<file path="config.mk">
export PLATFORM = sky130hd
export DESIGN_NAME = regdst_scoreboard
export DESIGN_NICKNAME = d
export VERILOG_FILES = /design/src/rtl/regdst_pkg.sv /design/src/rtl/regdst_scoreboard_pending_counter.sv /design/src/rtl/regdst_scoreboard.sv
export SDC_FILE = /design/constraint.sdc
export NUM_CORES = 1
export LEC_CHECK = 0
export ABC_AREA = 1
export CORE_MARGIN = 5
export CORE_UTILIZATION = 40
export CTS_BUF_LIST = sky130_fd_sc_hd__clkbuf_16
export CTS_CLUSTER_DIAMETER = 40
export DETAILED_ROUTE_END_ITERATION = 10
export PLACE_DENSITY = 0.56
export SETUP_SLACK_MARGIN = 0.5
export SYNTH_ARGS = -nofsm -noshare
export SYNTH_HDL_FRONTEND = slang
export SYNTH_SLANG_ARGS = --single-unit
</file>
<file path="constraint.sdc">
create_clock -name Clk_40 -period 3.3 [get_ports Clk_40]
set_clock_uncertainty 0.2 [all_clocks]
set_input_delay 0.66 -clock Clk_40 [delete_from_list [all_inputs] [get_ports Clk_40]]
set_output_delay 0.66 -clock Clk_40 [all_outputs]
set_load 0.03 [all_outputs]
</file>
<file path="src/rtl/regdst_pkg.sv">
// Shared constants for the register-destination scoreboard.
package regdst_pkg;
  localparam int NREG      = 32;
  localparam int REG_W     = 5;
  localparam int CNT_W_DEF = 2;
  localparam logic [REG_W-1:0] REG_ZERO = 5'd0;

  function automatic logic [NREG-1:0] onehot(input logic [REG_W-1:0] r);
    logic [NREG-1:0] v;
    v    = '0;
    v[r] = 1'b1;
    return v;
  endfunction
endpackage

</file>
<file path="src/rtl/regdst_scoreboard_pending_counter.sv">
// Per-register up/down counter of outstanding writes; saturates at 0, never wraps.
module pending_counter #(
  parameter int CNT_W = 2
) (
  input  logic clk,
  input  logic rst,
  input  logic i_inc,
  input  logic i_dec,
  input  logic i_clr,
  output logic o_full,
  output logic o_nonzero,
  output logic o_one,
  output logic o_nz_next
);
  logic [CNT_W-1:0] r_cnt;
  logic [CNT_W-1:0] w_cnt_nxt;

  always_comb begin
    w_cnt_nxt = r_cnt;
    if (i_clr) w_cnt_nxt = '0;
    else if (i_inc && !i_dec && !o_full) w_cnt_nxt = r_cnt + 1'b1;
    else if (i_dec && !i_inc && o_nonzero) w_cnt_nxt = r_cnt - 1'b1;
  end

  always_ff @(posedge clk) begin
    if (rst) r_cnt <= '0;
    else     r_cnt <= w_cnt_nxt;
  end

  assign o_full    = &r_cnt;
  assign o_nonzero = |r_cnt;
  assign o_one     = (r_cnt == {{(CNT_W-1){1'b0}}, 1'b1});
  assign o_nz_next = |w_cnt_nxt;
endmodule

</file>
<file path="src/rtl/regdst_scoreboard.sv">
// Scoreboard of in-flight GPR writes; stalls decode on RAW hazards or a full counter.
module regdst_scoreboard
  import regdst_pkg::*;
#(
  parameter int CNT_W = CNT_W_DEF
) (
  input  logic             Clk_40,
  input  logic             Rst_40,
  input  logic             issue_valid_40,
  input  logic             issue_wr_40,
  input  logic [REG_W-1:0] issue_dst_40,
  input  logic [REG_W-1:0] issue_rs_40,
  input  logic [REG_W-1:0] issue_rt_40,
  input  logic             wb_valid_40,
  input  logic [REG_W-1:0] wb_dst_40,
  input  logic             flush_40,
  output logic             stall_40,
  output logic [NREG-1:0]  pending_40,
  output logic             err_40
);
  logic [NREG-1:0] w_full, w_nz, w_one, w_nz_next;
  logic [NREG-1:0] w_inc_vec, w_dec_vec;
  logic            w_wb_live, w_hz_rs, w_hz_rt, w_full_dst, w_accept;
  logic [NREG-1:0] r_pending;
  logic            r_err;

  assign w_wb_live = wb_valid_40 && (wb_dst_40 != REG_ZERO);

  // Write-first bypass: the last outstanding write lands this cycle.
  assign w_hz_rs = (issue_rs_40 != REG_ZERO) && w_nz[issue_rs_40] &&
                   !(wb_valid_40 && (wb_dst_40 == issue_rs_40) && w_one[issue_rs_40]);
  assign w_hz_rt = (issue_rt_40 != REG_ZERO) && w_nz[issue_rt_40] &&
                   !(wb_valid_40 && (wb_dst_40 == issue_rt_40) && w_one[issue_rt_40]);
  assign w_full_dst = issue_wr_40 && (issue_dst_40 != REG_ZERO) && w_full[issue_dst_40] &&
                      !(wb_valid_40 && (wb_dst_40 == issue_dst_40));

  assign stall_40 = issue_valid_40 && (w_hz_rs || w_hz_rt || w_full_dst);
  assign w_accept = issue_valid_40 && !stall_40;

  assign w_inc_vec = (w_accept && issue_wr_40 && (issue_dst_40 != REG_ZERO)) ?
                     onehot(issue_dst_40) : '0;
  assign w_dec_vec = w_wb_live ? onehot(wb_dst_40) : '0;

  assign w_full[0]    = 1'b0;
  assign w_nz[0]      = 1'b0;
  assign w_one[0]     = 1'b0;
  assign w_nz_next[0] = 1'b0;

  genvar g;
  generate
    for (g = 1; g < NREG; g++) begin : g_cnt
      pending_counter #(.CNT_W(CNT_W)) u_cnt (
        .clk       (Clk_40),
        .rst       (Rst_40),
        .i_inc     (w_inc_vec[g]),
        .i_dec     (w_dec_vec[g]),
        .i_clr     (flush_40),
        .o_full    (w_full[g]),
        .o_nonzero (w_nz[g]),
        .o_one     (w_one[g]),
        .o_nz_next (w_nz_next[g])
      );
    end
  endgenerate

  always_ff @(posedge Clk_40) begin
    if (Rst_40) begin
      r_pending <= '0;
      r_err     <= 1'b0;
    end else begin
      r_pending <= w_nz_next;
      if (w_wb_live && !w_nz[wb_dst_40]) r_err <= 1'b1;
    end
  end

  assign pending_40 = r_pending;
  assign err_40     = r_err;
endmodule

</file>
# After elaboration in Yosys (flattened, before gate mapping)
# Cells that the tools add are included.
[totals]
regBits = 95
inputBits = 26
out_inout_bits = 34
[classes]
add_sub_neg = 62
magnitude_cmp = 6
eq_ne = 34
mux = 111
reduce_logical = 341
[op_table]
columns = ["cell", "n"]
rows = [
  ["two-way mux 2 bit", 93],
  ["logical AND 1 bit", 144],
  ["OR reduction 2 bit", 62],
  ["logical NOT 1 bit", 98],
  ["two-way mux 32 bit", 2],
  ["adder 2 x 1 -> 2 bit, second input constant", 31],
  ["== test 2 x 1 -> 1 bit, second input constant", 31],
  ["AND reduction 2 bit", 31],
  ["subtractor 2 x 1 -> 2 bit, second input constant", 31],
  ["binary-select mux 1 bit (select 5 bit)", 6],
  ["< comparator 5 x 6 -> 1 bit, second input constant", 4],
  ["nonzero test 5 bit", 4],
  ["== test 5 bit", 3],
  ["demux 1 bit (select 5 bit)", 2],
  ["greater-or-equal comparator 5 x 1 -> 1 bit, second input constant", 2],
  ["two-way mux 1 bit", 8],
  ["logical OR 1 bit", 2],
]

# Longest topological paths before layout
[logic_depth]
ltp_word = 21
ltp_mapped = 21

# Modules after synthesis
# A second synthesis with hierarchy kept.
[unflattened]
hier_cells = 1580
hier_area_um2 = 9778.1
[modules_own_cells]
columns = ["mod", "n_inst", "cells_each", "area_each_um2", "seq_area_each_um2"]
rows = [
  ["pending_counter", 31, 28, 197.7, 40.0],
  ["regdst_scoreboard", 1, 712, 3649.8, 640.6],
]

# Least setup slack after synthesis
# No wires, ideal clock.
[synth_timing]
kind = "input-to-output"
startpoint = "in issue_dst_40[1]"
endpoint = "out stall_40"
arrival_time_ps = 1911
required_ps = 2440
setup_slack_ps = 529
stages = 13
path_cell_list = "buf_2 inv_1 nand2_2 nor2_1 nor2_1 nand2_1 nand2_1 nand3_2 inv_1 nand3_2 nand3_1 nand2_1 inv_1"
[synth_between]
elab_chain_cells = 6
[synth_rtl]
columns = ["element", "line", "text"]
rows = [
  ["start, declared", "regdst_scoreboard.sv:11", "input logic [REG_W-1:0] issue_dst_40,"],
  ["binary-select mux 1 bit (select 5 bit) (tied with other cells)", "regdst_scoreboard.sv:34", "assign w_full_dst = issue_wr_40 && (issue_dst_40 != REG_ZERO) && w_full[issue_dst_40] &&"],
  ["two-way mux 1 bit (implied by the code) (tied with other cells)", "regdst_scoreboard.sv:34", ""],
  ["logical AND 1 bit / logical NOT 1 bit (equally long branches)", "regdst_scoreboard.sv:34, regdst_scoreboard.sv:35", ""],
  ["logical AND 1 bit (*)", "regdst_scoreboard.sv:34", ""],
  ["logical OR 1 bit (*)", "regdst_scoreboard.sv:37", "assign stall_40 = issue_valid_40 && (w_hz_rs || w_hz_rt || w_full_dst);"],
  ["logical AND 1 bit (*)", "regdst_scoreboard.sv:37", ""],
  ["end, declared", "regdst_scoreboard.sv:17", "output logic stall_40,"],
]
# Every way passes the cells marked *; elsewhere a longest branch is shown, timed or not. The select of a mux whose other input is x is not followed.

# Final worst setup path
[layout_timing]
startpoint = "reg g_cnt[13].u_cnt.r_cnt[0]"
endpoint = "out stall_40"
[layout_between]
elab_chain_cells = 9
[layout_rtl]
columns = ["element", "line", "text"]
rows = [
  ["start, declared", "regdst_scoreboard_pending_counter.sv:15", "logic [CNT_W-1:0] r_cnt;"],
  ["start signal, assigned", "regdst_scoreboard_pending_counter.sv:27", "else r_cnt <= w_cnt_nxt;"],
  ["== test 2 x 1 -> 1 bit", "regdst_scoreboard_pending_counter.sv:32", "assign o_one = (r_cnt == {{(CNT_W-1){1'b0}}, 1'b1});"],
  ["binary-select mux 1 bit (select 5 bit) (on tied branches)", "regdst_scoreboard.sv:31, regdst_scoreboard.sv:33", ""],
  ["two-way mux 1 bit (on tied branches)", "regdst_scoreboard.sv:31, regdst_scoreboard.sv:33", ""],
  ["logical AND 1 bit (on tied branches)", "regdst_scoreboard.sv:31, regdst_scoreboard.sv:33", ""],
  ["logical NOT 1 bit (on tied branches)", "regdst_scoreboard.sv:31, regdst_scoreboard.sv:33", ""],
  ["logical AND 1 bit (on tied branches)", "regdst_scoreboard.sv:30, regdst_scoreboard.sv:32", ""],
  ["logical OR 1 bit", "regdst_scoreboard.sv:37", ""],
  ["logical OR 1 bit (*)", "regdst_scoreboard.sv:37", ""],
  ["logical AND 1 bit (*)", "regdst_scoreboard.sv:37", ""],
]
# Marks and branches as above.

==> metrics <==
result of the run complete, no violations; Layout area overhead 36.8%; worst min path class flip-flop to flip-flop; most area-consuming cells after synthesis sky130_fd_sc_hd__dfxtp_1, sky130_fd_sc_hd__nand2_1, sky130_fd_sc_hd__ha_1, sky130_fd_sc_hd__nand3_1, sky130_fd_sc_hd__inv_1; area inside the core boundary 0.0234 sq mm; static leakage power about 6.8 nW; post-layout total power roughly 3.3 mW; total of buffers placed on input and output ports a little under 60; DRC violations left 0; number of DRC violations after detailed-routing iteration 0 around 700; final-report max-slew violation count 0; initial standard-cell utilization of the core 0.404; cell taking the most area after synthesis sky130_fd_sc_hd__dfxtp_1; pin count of the biggest net entering global routing 63; filler cell count ~2,400; kind of end point of the critical path primary output; global-route wire length before repair 52.7 mm; met2 track demand over resource 0.423; Die Width 164 um; portion of the clock cycle consumed by the worst path in the final layout 0.893; crit path DAT 2090 ps; Post-Synthesis Cells 1,466; clock latency on the worst-skew pair ~360 ps; Inserted Clock Buffers 9; share of synthesized flip-flops with an asynchronous set or reset 0; floorplan row count 56; Post-Synthesis Mean Instance Area approximately 6.5 sq um; IO Count 60; number of distinct standard cells referenced by the synthesized netlist 42; detail-routed net length per standard cell between 15 and 20 um; maximum level of the CTS H-tree 3; count of flip-flops with a built-in enable after synthesis 0; placed cell areas around 0.011 sq mm; ANT nets after route 0; Most used DFF post-synth sky130_fd_sc_hd__dfxtp_1; post-route setup TNS 0 ps; number of vias after detailed routing ~10,000; post-place setup slack -530 ps; worst max-slew margin expressed relative to the limit 0.668; critical path launch point type flip-flop; register bit total from synthesis 94; synthesized area 0.00946 sq mm; overflow left after global routing 0; area of all placed cells without fillers approximately 0.013 sq mm; Die ar. approximately 0.027 sq mm; hold slack final 261 ps; maximum buffer depth of the clock tree 2; peak supply drop 0.000233 V; total half-perimeter wirelength after legalization and detailed placement about 26 mm; synth warn 0; leading cell type in the layout, fill and taps excluded sky130_fd_sc_hd__nand2_1; final weighted congestion in routability-driven placement roughly 0.96; routing layer with the top usage in global route met2; number of violations of the max-capacitance limit 0; clock tree root buffer cell sky130_fd_sc_hd__clkbuf_16; met3 track demand over resource in global routing 0.0351; final net count about 1,800; register clock-pin slew on the reported worst setup and hold paths ~70 ps; met1 global-route usage 0.331; hold violation count in the final report 0; biggest fanout along the worst timing path 4; count of inserted antenna diode cells 0; via count of the first global-routing pass between 9,000 and 10,000; layout cell share with drive strength beyond 1 0.292; CTS tree done; vertical die dimension about 160 um; portion of the post-synthesis area used by sequential elements 0.199; setup repair after global routing missed its margin yes; worst endpoint required time about 2400 ps; kind of critical path flip-flop to primary output; Sink Count 94; number of detailed-routing iterations run before antenna repair 5; Synth Net Count around 1,600; Total Routing Usage GR 0.252; total power divided by cell area 253 mW/mm^2; total length of routed wires roughly 35 mm; final setup slack of the worst path between 300 and 400 ps; share of the synthesized area in the top cell type 0.199; final critical path time including I/O delays and setup 2950 ps; leading cell types in the layout, fill and taps excluded sky130_fd_sc_hd__nand2_1, sky130_fd_sc_hd__inv_1, sky130_fd_sc_hd__nand3_1, sky130_fd_sc_hd__buf_4, sky130_fd_sc_hd__nor2_1; Tightest Pin Transition between 400 and 500 ps; average via count per standard cell approximately 5.2; final setup violating endpoints 0; maximum operating frequency ~340 MHz; antenna violations before repair 0
[worst paths after layout]
| path | from | end | slack, ps | cells past startpoint |
|---|---|---|---|---|
| worst max-delay path | g_cnt[13].u_cnt.r_cnt[0]$_SDFF_PP0_ | stall_40 | 350 | 14 |
| worst min-delay path | err_40$_SDFFE_PP0P_ | err_40$_SDFFE_PP0P_ | 260 | 2 |
| worst max register to register | g_cnt[13].u_cnt.r_cnt[0]$_SDFF_PP0_ | pending_40[4]$_SDFF_PP0_ | 490 | 19 |
| worst min register to register | err_40$_SDFFE_PP0P_ | err_40$_SDFFE_PP0P_ | 260 | 2 |
[synth_stat cells (4+ instances only)]
| master | instances |
|---|---|
| sky130_fd_sc_hd__nand2_2 | 6 |
| sky130_fd_sc_hd__o21ai_1 | 6 |
| sky130_fd_sc_hd__xor2_1 | 5 |
| sky130_fd_sc_hd__clkbuf_1 | 8 |
| sky130_fd_sc_hd__nand4_2 | 40 |
| sky130_fd_sc_hd__buf_4 | 15 |
| sky130_fd_sc_hd__nand4_4 | 20 |
| sky130_fd_sc_hd__nand3_1 | 198 |
| sky130_fd_sc_hd__o211ai_1 | 13 |
| sky130_fd_sc_hd__o21ai_0 | 14 |
| sky130_fd_sc_hd__buf_6 | 11 |
| sky130_fd_sc_hd__a21oi_1 | 30 |
| sky130_fd_sc_hd__o22ai_1 | 10 |
| sky130_fd_sc_hd__a31oi_1 | 10 |
| sky130_fd_sc_hd__dfxtp_1 | 94 |
| sky130_fd_sc_hd__nand4_1 | 34 |
| sky130_fd_sc_hd__inv_2 | 11 |
| sky130_fd_sc_hd__nor2_1 | 98 |
| sky130_fd_sc_hd__o2111ai_1 | 4 |
| sky130_fd_sc_hd__buf_2 | 19 |
| sky130_fd_sc_hd__nor3_1 | 26 |
| sky130_fd_sc_hd__inv_1 | 250 |
| sky130_fd_sc_hd__nor2_2 | 5 |
| sky130_fd_sc_hd__nand2_1 | 418 |
| sky130_fd_sc_hd__ha_1 | 93 |
[per-layer routing]
layer  wire length (um)  share of wire
met1              15500           0.44
met2              16100           0.46
met3               1940          0.056
met4               1400          0.040
met5                  0              0
[power breakdown]
part	switching, mW	internal (mW)
logic	0.572	0.385
registers	0.00185	1.14
clock network	0.509	0.670
total	1.08	2.19
[flip-flops by register name, summed over array words and instances, names as in the netlist]
| name | count |
|---|---|
| g_cnt.u_cnt.r_cnt | 62 |
| pending_40 | 31 |
| err_40 | 1 |
[worst max-delay path, cell delays in order (launching register included)]
cell	delay [ps]
sky130_fd_sc_hd__dfxtp_2	340
sky130_fd_sc_hd__inv_1	80
sky130_fd_sc_hd__ha_1	190
sky130_fd_sc_hd__inv_1	60
sky130_fd_sc_hd__a21oi_1	130
sky130_fd_sc_hd__o21ai_1	90
sky130_fd_sc_hd__nand3_1	150
sky130_fd_sc_hd__nand3_1	100
sky130_fd_sc_hd__nand2_1	110
sky130_fd_sc_hd__nand2_2	70
sky130_fd_sc_hd__nand2_4	90
sky130_fd_sc_hd__nand3_4	90
sky130_fd_sc_hd__nand2_2	70
sky130_fd_sc_hd__inv_2	30
sky130_fd_sc_hd__buf_6	120
[per-stage QoR]
| stage | utilization | instances |
|---|---|---|
| floorplan | - | 1466 |
| global placement | 0.487 | 1942 |
| detailed placement | 0.487 | 1942 |
| CTS | 0.521 | 1978 |
| global route | 0.553 | 1989 |
| finish | 0.553 | 1989 |
[timing repair]
action / CTS / global route
hold buffers: 0 / 0
pin swaps: 35 / 25
gates cloned: 2 / 5
setup endpoints to repair: 95 / 94
buffers inserted: 18 / 6
gates resized for setup: 193 / 138
[logic make-up after synthesis]
kind of cell	synth area share
flip-flops	0.199
buffers and inverters	0.148
AND/OR/NAND/NOR	0.461
XOR/XNOR	0.00463
other	0.000396
AO/OA/AOI/OAI	0.0641
adder cells (fa/ha/maj)	0.123
[final cells by class]
type	count	area [sq um]	area share
clock inverters	7	97.6	0.00754
repair buffers	243	2370	0.183
clock buffers	9	225	0.0174
inverters	264	1010	0.0782
multi-input cells	1053	6920	0.534
flip-flops and latches	94	1930	0.149
well taps	319	399	0.0308
Power figures use the tool's default switching activity.
